==> config.mk <==
export PLATFORM = sky130hd
export DESIGN_NAME = draw_rect_anim
export DESIGN_NICKNAME = d
export VERILOG_FILES = /design/src/rtl/vga_pkg.sv /design/src/rtl/rect_pos_ctl.sv /design/src/rtl/draw_rect_anim.sv
export SDC_FILE = /design/constraint.sdc
export NUM_CORES = 1
export LEC_CHECK = 0
export ABC_AREA = 1
export BUFFER_PORTS_ARGS = -buffer_cell sky130_fd_sc_hd__buf_2
export CAP_MARGIN = 20
export CORE_MARGIN = 2
export CORE_UTILIZATION = 49
export CTS_CLUSTER_DIAMETER = 60
export CTS_CLUSTER_SIZE = 10
export DETAILED_ROUTE_END_ITERATION = 10
export PLACE_DENSITY = 0.69
export RECOVER_POWER = 50
export SYNTH_ARGS = -nofsm -noshare
export SYNTH_HDL_FRONTEND = slang
export SYNTH_SLANG_ARGS = --single-unit
export TNS_END_PERCENT = 10
==> constraint.sdc <==
create_clock -name clk -period 6.95 [get_ports clk]
set_input_delay 1.39 -clock clk [delete_from_list [all_inputs] [get_ports clk]]
set_output_delay 1.39 -clock clk [all_outputs]
set_load 0.03 [all_outputs]
==> src/rtl/vga_pkg.sv <==
// ----------------------------------------------------------------------------
// vga_pkg
// Shared constants and types for the 800x600 @ 60 Hz, 40 MHz display path.
//   HOR_PIXELS / VER_PIXELS : visible area of the screen
//   hdir_t                  : horizontal motion direction of an animated object
//   vdir_t                  : vertical motion direction of an animated object
// ----------------------------------------------------------------------------
package vga_pkg;

    localparam int HOR_PIXELS = 800;
    localparam int VER_PIXELS = 600;

    typedef enum logic {
        RIGHT = 1'b0,
        LEFT  = 1'b1
    } hdir_t;

    typedef enum logic {
        DOWN = 1'b0,
        UP   = 1'b1
    } vdir_t;

endpackage

==> src/rtl/rect_pos_ctl.sv <==
// ----------------------------------------------------------------------------
// rect_pos_ctl
// Keeps the top-left corner of the bouncing rectangle. Once per frame, on the
// rising edge of vertical blank, each axis moves by STEP and reverses at the
// screen edges.
// Ports:
//   clk      in   pixel clock
//   rst      in   synchronous reset, active-high
//   en       in   motion enable, only looked at on the frame strobe
//   vblnk_in in   vertical blank from the timing stage
//   x, y     out  rectangle top-left corner (11 bit)
// ----------------------------------------------------------------------------
import vga_pkg::*;

module rect_pos_ctl #(
    parameter int RECT_W = 64,
    parameter int RECT_H = 48,
    parameter int STEP   = 2
) (
    input  logic        clk,
    input  logic        rst,
    input  logic        en,
    input  logic        vblnk_in,
    output logic [10:0] x,
    output logic [10:0] y
);

    localparam logic [10:0] X_MAX = 11'(HOR_PIXELS - RECT_W);
    localparam logic [10:0] Y_MAX = 11'(VER_PIXELS - RECT_H);

    logic [10:0] r_x;
    logic [10:0] r_y;
    hdir_t       r_hdir;
    vdir_t       r_vdir;
    logic        r_prevVblnk;
    logic        r_justReset;
    logic        r_vblnkAtReset;

    logic        w_prevVblnkEff;
    logic        w_strobe;
    logic [11:0] w_xFarEdge;
    logic [11:0] w_yFarEdge;
    logic        w_xHitRight;
    logic        w_yHitBottom;
    logic        w_xHitLeft;
    logic        w_yHitTop;

    // Edge detect for the frame strobe. On the first cycle after reset the
    // level seen while reset was held stands in for the previous sample, so a
    // vblnk that is already high when reset releases is not taken as a rise.
    always_comb begin
        w_prevVblnkEff = r_justReset ? r_vblnkAtReset : r_prevVblnk;
        w_strobe       = vblnk_in & ~w_prevVblnkEff;
    end

    // Edge tests are done in 12 bits so adding STEP and the rectangle size can
    // never wrap. The direction turns on the frame the rectangle arrives at an
    // edge, so it does not sit still at the edge for an extra frame.
    always_comb begin
        w_xFarEdge   = {1'b0, r_x} + 12'(STEP) + 12'(RECT_W);
        w_yFarEdge   = {1'b0, r_y} + 12'(STEP) + 12'(RECT_H);
        w_xHitRight  = (w_xFarEdge >= 12'(HOR_PIXELS));
        w_yHitBottom = (w_yFarEdge >= 12'(VER_PIXELS));
        w_xHitLeft   = ({1'b0, r_x} <= 12'(STEP));
        w_yHitTop    = ({1'b0, r_y} <= 12'(STEP));
    end

    // Position and direction state machines for both axes. The axes are
    // independent; both only move on the frame strobe while en is high, and
    // reset wins over a strobe in the same cycle.
    always_ff @(posedge clk) begin
        if (rst) begin
            r_x            <= '0;
            r_y            <= '0;
            r_hdir         <= RIGHT;
            r_vdir         <= DOWN;
            r_prevVblnk    <= 1'b0;
            r_justReset    <= 1'b1;
            r_vblnkAtReset <= vblnk_in;
        end else begin
            r_prevVblnk <= vblnk_in;
            r_justReset <= 1'b0;
            if (w_strobe && en) begin
                case (r_hdir)
                    RIGHT: begin
                        if (w_xHitRight) begin
                            r_x    <= X_MAX;
                            r_hdir <= LEFT;
                        end else begin
                            r_x <= r_x + 11'(STEP);
                        end
                    end
                    LEFT: begin
                        if (w_xHitLeft) begin
                            r_x    <= '0;
                            r_hdir <= RIGHT;
                        end else begin
                            r_x <= r_x - 11'(STEP);
                        end
                    end
                    default: r_hdir <= RIGHT;
                endcase
                case (r_vdir)
                    DOWN: begin
                        if (w_yHitBottom) begin
                            r_y    <= Y_MAX;
                            r_vdir <= UP;
                        end else begin
                            r_y <= r_y + 11'(STEP);
                        end
                    end
                    UP: begin
                        if (w_yHitTop) begin
                            r_y    <= '0;
                            r_vdir <= DOWN;
                        end else begin
                            r_y <= r_y - 11'(STEP);
                        end
                    end
                    default: r_vdir <= DOWN;
                endcase
            end
        end
    end

    assign x = r_x;
    assign y = r_y;

endmodule

==> src/rtl/draw_rect_anim.sv <==
// ----------------------------------------------------------------------------
// draw_rect_anim
// Draw stage that overlays a solid, bouncing rectangle on the incoming
// background and forwards the timing bus with one cycle of delay.
// Ports:
//   clk, rst                     clock, synchronous active-high reset
//   en                           motion enable
//   hcount_in, vcount_in         pixel position (11 bit)
//   hsync_in, vsync_in           sync from the timing stage
//   hblnk_in, vblnk_in           blanking from the timing stage
//   rgb_in                       background colour, RGB 4:4:4
//   hcount_out ... vblnk_out     registered copies of the bus
//   rgb_out                      composed colour
// ----------------------------------------------------------------------------
import vga_pkg::*;

module draw_rect_anim #(
    parameter int          RECT_W     = 64,
    parameter int          RECT_H     = 48,
    parameter logic [11:0] RECT_COLOR = 12'hF_0_0,
    parameter int          STEP       = 2
) (
    input  logic        clk,
    input  logic        rst,
    input  logic        en,
    input  logic [10:0] hcount_in,
    input  logic [10:0] vcount_in,
    input  logic        hsync_in,
    input  logic        vsync_in,
    input  logic        hblnk_in,
    input  logic        vblnk_in,
    input  logic [11:0] rgb_in,
    output logic [10:0] hcount_out,
    output logic [10:0] vcount_out,
    output logic        hsync_out,
    output logic        vsync_out,
    output logic        hblnk_out,
    output logic        vblnk_out,
    output logic [11:0] rgb_out
);

    logic [10:0] w_x;
    logic [10:0] w_y;
    logic        w_inside;
    logic [11:0] w_rgbNext;

    logic [10:0] r_hcount;
    logic [10:0] r_vcount;
    logic        r_hsync;
    logic        r_vsync;
    logic        r_hblnk;
    logic        r_vblnk;
    logic [11:0] r_rgb;

    rect_pos_ctl #(
        .RECT_W (RECT_W),
        .RECT_H (RECT_H),
        .STEP   (STEP)
    ) u_pos (
        .clk      (clk),
        .rst      (rst),
        .en       (en),
        .vblnk_in (vblnk_in),
        .x        (w_x),
        .y        (w_y)
    );

    // Inclusive bounds test on the current pixel, widened to 12 bits so the
    // far edge of the rectangle cannot wrap. Blanking always forces black.
    always_comb begin
        w_inside = ({1'b0, hcount_in} >= {1'b0, w_x}) &&
                   ({1'b0, hcount_in} <= ({1'b0, w_x} + 12'(RECT_W - 1))) &&
                   ({1'b0, vcount_in} >= {1'b0, w_y}) &&
                   ({1'b0, vcount_in} <= ({1'b0, w_y} + 12'(RECT_H - 1)));
        if (hblnk_in || vblnk_in) begin
            w_rgbNext = 12'h0_0_0;
        end else if (w_inside) begin
            w_rgbNext = RECT_COLOR;
        end else begin
            w_rgbNext = rgb_in;
        end
    end

    // One-cycle delay of the whole bus together with the composed colour, so
    // everything downstream stays aligned.
    always_ff @(posedge clk) begin
        if (rst) begin
            r_hcount <= '0;
            r_vcount <= '0;
            r_hsync  <= 1'b0;
            r_vsync  <= 1'b0;
            r_hblnk  <= 1'b0;
            r_vblnk  <= 1'b0;
            r_rgb    <= '0;
        end else begin
            r_hcount <= hcount_in;
            r_vcount <= vcount_in;
            r_hsync  <= hsync_in;
            r_vsync  <= vsync_in;
            r_hblnk  <= hblnk_in;
            r_vblnk  <= vblnk_in;
            r_rgb    <= w_rgbNext;
        end
    end

    assign hcount_out = r_hcount;
    assign vcount_out = r_vcount;
    assign hsync_out  = r_hsync;
    assign vsync_out  = r_vsync;
    assign hblnk_out  = r_hblnk;
    assign vblnk_out  = r_vblnk;
    assign rgb_out    = r_rgb;

endmodule
Yosys cells after proc, flatten, opt, wreduce, memory -nomap -nowiden
Cells that the tools add are included.
- bits in registers: 64
- word-level logic and storage cells: 58
- output and inout bits: 38
- input port bits: 41
- $add $sub $neg: 10
- $lt $le $gt $ge: 8
- bitwise operators: 4
- muxes and demuxes: 15
- reductions and logical operators: 7
- operators with widths (operator ; count):
    $mux W11 ; 4
    $pmux W11 S2 ; 2
    $add A11 B2 Y12 const B ; 2
    $add A11 B6 Y12 const B ; 2
    $ge A12 B10 Y1 const B ; 2
    $le A11 B12 Y1 ; 2
    $add A11 B2 Y11 const B ; 2
    $ge A11 B11 Y1 ; 2
    $le A11 B2 Y1 const B ; 2
    $sub A11 B2 Y11 const B ; 2
    $add A12 B6 Y12 const B ; 1
    $add A12 B7 Y12 const B ; 1
    $mux W12 ; 1
    $mux W1 ; 6
    $logic_and A1 B1 Y1 ; 4
    $pmux W1 S2 ; 2
    $not A1 Y1 ; 3
    $reduce_or A3 Y1 ; 1
    $reduce_or A2 Y1 ; 1
    $and A1 B1 Y1 ; 1
    $logic_or A1 B1 Y1 ; 1

Longest topological paths before layout
- depth after elaboration: 6
- gate-level depth with buffers: 20
- gate-level depth less buffers: 19

Cells and area by module
Synthesis repeated with hierarchy kept, for this count alone.
- cell total of the unflattened synthesis: 750
- area, all modules: 4989.8 um2
- modules (own cells, without submodules) (module ; sequential area each (um2) ; instances ; cells each ; area each (um2)):
    draw_rect_anim ; 760.7 ; 1 ; 385 ; 2723.9
    rect_pos_ctl ; 510.5 ; 1 ; 365 ; 2265.9

Least setup slack after synthesis
Ideal clock, no wire load.
- kind: input to register
- from: input vcount_in[3]
- to: register r_rgb[0], in the netlist rgb_out[0]
- setup time: 0.112 ns
- buffers on the path: 0
- arrival: 2.495 ns
- stages: 11
- setup slack: 4.343 ns
- required time: 6.838 ns
- cell sequence: ha_1 -> a21oi_1 -> nand2_1 -> nand2_1 -> nand2_1 -> o21ai_0 -> nand2_1 -> nand2_2 -> nand3b_4 -> nand2_4 -> nor2_1
- word-level cells in the longest chain between the ends: 4
- elaborated cells between the ends (all ways): 5
- classes of those cells: order compare: 2; reduce/logical: 3
- RTL lines (item ; RTL line ; source):
    from (decl) ; draw_rect_anim.sv:27 ; input logic [10:0] vcount_in,
    $ge A11 B11 Y1 ; draw_rect_anim.sv:73 ; ({1'b0, vcount_in} >= {1'b0, w_y}) &&
    $logic_and A1 B1 Y1 ; draw_rect_anim.sv:72 ; ({1'b0, hcount_in} <= ({1'b0, w_x} + 12'(RECT_W - 1))) &&
    $logic_and A1 B1 Y1 * ; draw_rect_anim.sv:73 ;
    $reduce_or A3 Y1 (no source line) * ; -- ;
    to (signal assigned) ; draw_rect_anim.sv:102 ; r_rgb <= w_rgbNext;
    to (decl) ; draw_rect_anim.sv:53 ; logic [11:0] r_rgb;
Every way passes the cells marked *; elsewhere a longest branch is shown, timed or not.
A chain may end at the register's enable or synchronous reset.

==> impl_summary.txt <==
----------------------------------------------------
[Cells and area]
  Count of antenna diodes in the layout ... 0
  Fin nets ... 772
  Fraction of layout instances using a drive strength above 1 ... 15.32%
  Syn-to-layout area delta ... 14.57%

[Floorplanning]
  Placeable Area ... 0.008299 mm2
  Die height ... 96.77 um
  Die boundary width ... 96.77 um
  Number of top-level design ports ... 79
  Number of core rows ... 33
  Starting Density ... 50.81%
  Die area ... 0.009363 mm2

[Critical path]
  Type of element launching the critical path ... input pin
  Critical Path Sink Type ... flop
  Data required time at the worst endpoint ... 7150 ps
  Worst Path Arrival ... 3580 ps
  CP max stage delay ... 1310 ps
  Family with the most delay on the worst path ... buffers and inverters
  Maximum fanout along the worst path ... 41
  Critical-path cell with the highest stage delay ... sky130_fd_sc_hd__clkbuf_1
  Worst setup path class ... input pin to flop
  Buf/Inv on CP ... 2
  Crit path cell chain ... clkbuf_1 -> inv_1 -> o21ai_0 -> a21oi_2

[Global routing]
  Vias in the first global route ... 3841
  Wire length of the first global-routing pass ... 17840 um
  Met1 capacity usage during global routing ... 31.19%
  Gr ovfl total ... 0
  Number of antenna violations at the first check in global routing ... 0
  Global-route track usage on met2 ... 37.13%
  Maximum number of pins on one net before global-route repair ... 42
  Global routing's busiest layer ... met2
  Gr usage total ... 22.68%
  Global-route track usage on met3 ... 3.902%

[Logic synthesis]
  Mean cell area of the mapped netlist ... 6.856 um2
  Number of storage elements in the synthesis netlist ... 62
  Warning count from the yosys run ... 0
  Gate count of the mapped netlist ... 615
  Net Count, Synth ... 700
  Count of distinct cell types in the synthesized netlist ... 41
  Seq/Total Area, Yosys ... 29.67%
  Area of the mapped netlist ... 0.004217 mm2

[Pwr]
  Highest ir drop seen on vdd ... 0.1011 mV
  Total power per unit cell area ... 208.2 mW/mm2
  Leakage dissipation ... 0.002485 uW
  Total power after layout ... 1006 uW

[Route]
  Final ANT Viol Nets ... 0
  Vias per Instance ... 5.136
  Residual DRC ... 0
  Detailed Routing Iterations Pass 1 ... 5
  Violation count after the first detailed-route iteration ... 222
  WL per Instance ... 13.06 um
  Final Routed Wirelength ... 10410 um
  Number of vias after detailed routing ... 4093

[CTS]
  Root cell of the clock tree ... sky130_fd_sc_hd__clkbuf_8
  Number of clock buffers inserted by TritonCTS ... 9
  TritonCTS clock tree ... yes
  Clock H-tree levels ... 3
  Clock sink count ... 62
  Clock Latency Late Sink ... 330 ps
  Hold_buf cts ... 0
  Reg clk slew, reported paths ... 70 ps
  Number of cells upsized or downsized after cts ... 0
  Setup repair bufs after CTS ... 0
  Maximum clock path buffer count ... 2

[Timing]
  Unrepaired setup endpoints after global routing ... false
  Worst relative slew slack ... -23.34%
  Share of the cycle needed by the critical path after routing ... 48.52%
  Worst clock skew ... 17.66 ps
  Transition time at the pin with the least slew margin ... 1850 ps
  Count of final setup violators ... 0
  Maximum frequency from static timing analysis ... 0.2966 GHz
  Tmin final ... 3372 ps
  Endpoints failing hold ... 0
  Number of max-slew violations in the final report ... 42
  Final setup TNS ... 0 ps

[Min path]
  Worst hold path type ... flop to flop

[Place]
  HPWL after DPL ... 8160 um
  Port Buf Inserts ... 78
  Routability congestion estimate ... 0.9375

[Job]
  Max capacitance violation total ... 1

[Outcome]
  Run status ... complete, but fails checks
  Failing checks ... max-capacitance violations, max-slew violations

----------------------------------------------------
cell families (layout without fill, tap and decap cells):
family / after synthesis / after routing / share of synthesized area [%]
and+or+nand+nor: 260 / 260 / 26.62
buffers and inverters: 113 / 190 / 10.80
AOI/OAI and AO/OA: 109 / 109 / 14.24
DFF: 62 / 62 / 29.67
adders and majority gates: 44 / 44 / 13.06
xor gates and xnor gates: 27 / 27 / 5.608
cells in the mapped netlist:
master                        n  area [um2]
sky130_fd_sc_hd__ha_1        44       550.5
sky130_fd_sc_hd__buf_6        1       11.26
sky130_fd_sc_hd__nand4_1      8       50.05
sky130_fd_sc_hd__a31oi_1      1       6.260
sky130_fd_sc_hd__o21ai_1      5       25.02
sky130_fd_sc_hd__nor2_2       4       25.02
sky130_fd_sc_hd__nor4_1       1       6.260
sky130_fd_sc_hd__a21oi_2      5       43.79
sky130_fd_sc_hd__a21oi_1     52       260.3
sky130_fd_sc_hd__buf_1        1       3.750
sky130_fd_sc_hd__inv_2       10       37.54
sky130_fd_sc_hd__dfxtp_1     61        1221
sky130_fd_sc_hd__o22ai_1      6       37.54
sky130_fd_sc_hd__nor3_1       7       35.03
sky130_fd_sc_hd__nor2_1      86       322.8
sky130_fd_sc_hd__buf_2        5       25.02
sky130_fd_sc_hd__nand2_4      1       11.26
sky130_fd_sc_hd__clkbuf_1     6       22.52
sky130_fd_sc_hd__o2111ai_1    2       17.52
sky130_fd_sc_hd__o21ai_2      1       8.760
sky130_fd_sc_hd__edfxtp_1     1       30.03
sky130_fd_sc_hd__o21bai_1     1       7.510
sky130_fd_sc_hd__and3_1       1       6.260
sky130_fd_sc_hd__nand2_2      8       50.05
sky130_fd_sc_hd__a21o_1       1       7.510
sky130_fd_sc_hd__inv_1       85       319.1
sky130_fd_sc_hd__xor2_1      26       227.7
sky130_fd_sc_hd__buf_4        4       30.03
sky130_fd_sc_hd__o2bb2ai_1    1       8.760
sky130_fd_sc_hd__nand3b_1     1       7.510
sky130_fd_sc_hd__nor3_2       1       10.01
sky130_fd_sc_hd__o211ai_1     2       15.01
sky130_fd_sc_hd__nand3b_4     1       20.02
sky130_fd_sc_hd__nand2_1    119       446.7
sky130_fd_sc_hd__o21a_1       1       7.510
sky130_fd_sc_hd__nand3_1     18       90.09
sky130_fd_sc_hd__xnor2_1      1       8.760
sky130_fd_sc_hd__o21ai_0     31       155.2
sky130_fd_sc_hd__nor2_4       1       11.26
sky130_fd_sc_hd__nand3_2      3       30.03
sky130_fd_sc_hd__inv_4        1       6.260
layout by cell type, fill, tap and decap left out, drive strengths merged:
master	netlist	final
a21o	1	1
a21oi	57	57
a31oi	1	1
and3	1	1
buf	11	55
bufinv	0	2
clkbuf	6	33
clkinv	0	3
clkinvlp	0	1
dfxtp	61	61
edfxtp	1	1
ha	44	44
inv	96	96
nand2	128	128
nand3	21	21
nand3b	2	2
nand4	8	8
nor2	91	91
nor3	8	8
nor4	1	1
o2111ai	2	2
o211ai	2	2
o21a	1	1
o21ai	37	37
o21bai	1	1
o22ai	6	6
o2bb2ai	1	1
xnor2	1	1
xor2	26	26
path summary, 6_finish.rpt:
path / from / end / slack (ps) / cells past startpoint
hold / removal: u_pos.r_hdir$_SDFFE_PP0P_ / u_pos.r_hdir$_SDFFE_PP0P_ / 600 / 2
setup / recovery: rst / u_pos.y[7]$_SDFFE_PP0P_ / 3580 / 4
hold reg to reg: u_pos.r_hdir$_SDFFE_PP0P_ / u_pos.r_hdir$_SDFFE_PP0P_ / 600 / 2
setup reg to reg: u_pos.y[1]$_SDFFE_PP0P_ / rgb_out[6]$_SDFF_PP0_ / 4050 / 17
layout make-up:
type | count | area, um2
clock buffer | 10 | 127.6
clock inverter | 6 | 86.33
fill | 777 | 3468
inverter | 96 | 362.8
multi-input combinational | 440 | 2510
sequential | 62 | 1251
tap | 105 | 131.4
timing repair buffer | 78 | 361.6
flip-flops by register name, indices dropped and copies added (netlist names):
signal	count
vsync_out	1
hblnk_out	1
u_pos.r_vblnkAtReset	1
u_pos.r_vdir	1
u_pos.y	10
hcount_out	11
u_pos.r_hdir	1
u_pos.x	10
u_pos.r_prevVblnk	1
vcount_out	11
rgb_out	12
u_pos.r_justReset	1
hsync_out	1
worst min-delay path: cells and delay by family (launching register included):
kind | cells | cell delay [ps]
AO/OA/AOI/OAI | 2 | 180
flip-flops | 1 | 380
through the flow:
stage                     std cells  setup slack, ps  util (%)  instance area (um2)  hold WS, ps
after floorplan                 615             4343         -                 4217        502.7
after global placement          781             3642     55.98                 4646        537.8
after detailed placement        781             3549     55.98                 4646        582.3
after CTS                       797             3911     58.56                 4860        596.4
after global routing            797             3296     58.21                 4831        633.6
final                           797             3578     58.21                 4831        599.9
metal layers:
layer  wire, um  share of wire, %
met5          0                 0
met3        784               7.5
met4        125               1.2
met1       4926                47
met2       4568                44
report_power, final:
part,internal (uW),total (uW),switching (uW)
clock network,202,350,149
logic,91.4,260,168
registers,375,396,20.7
total,668,1010,338
Power figures use the tool's default switching activity.
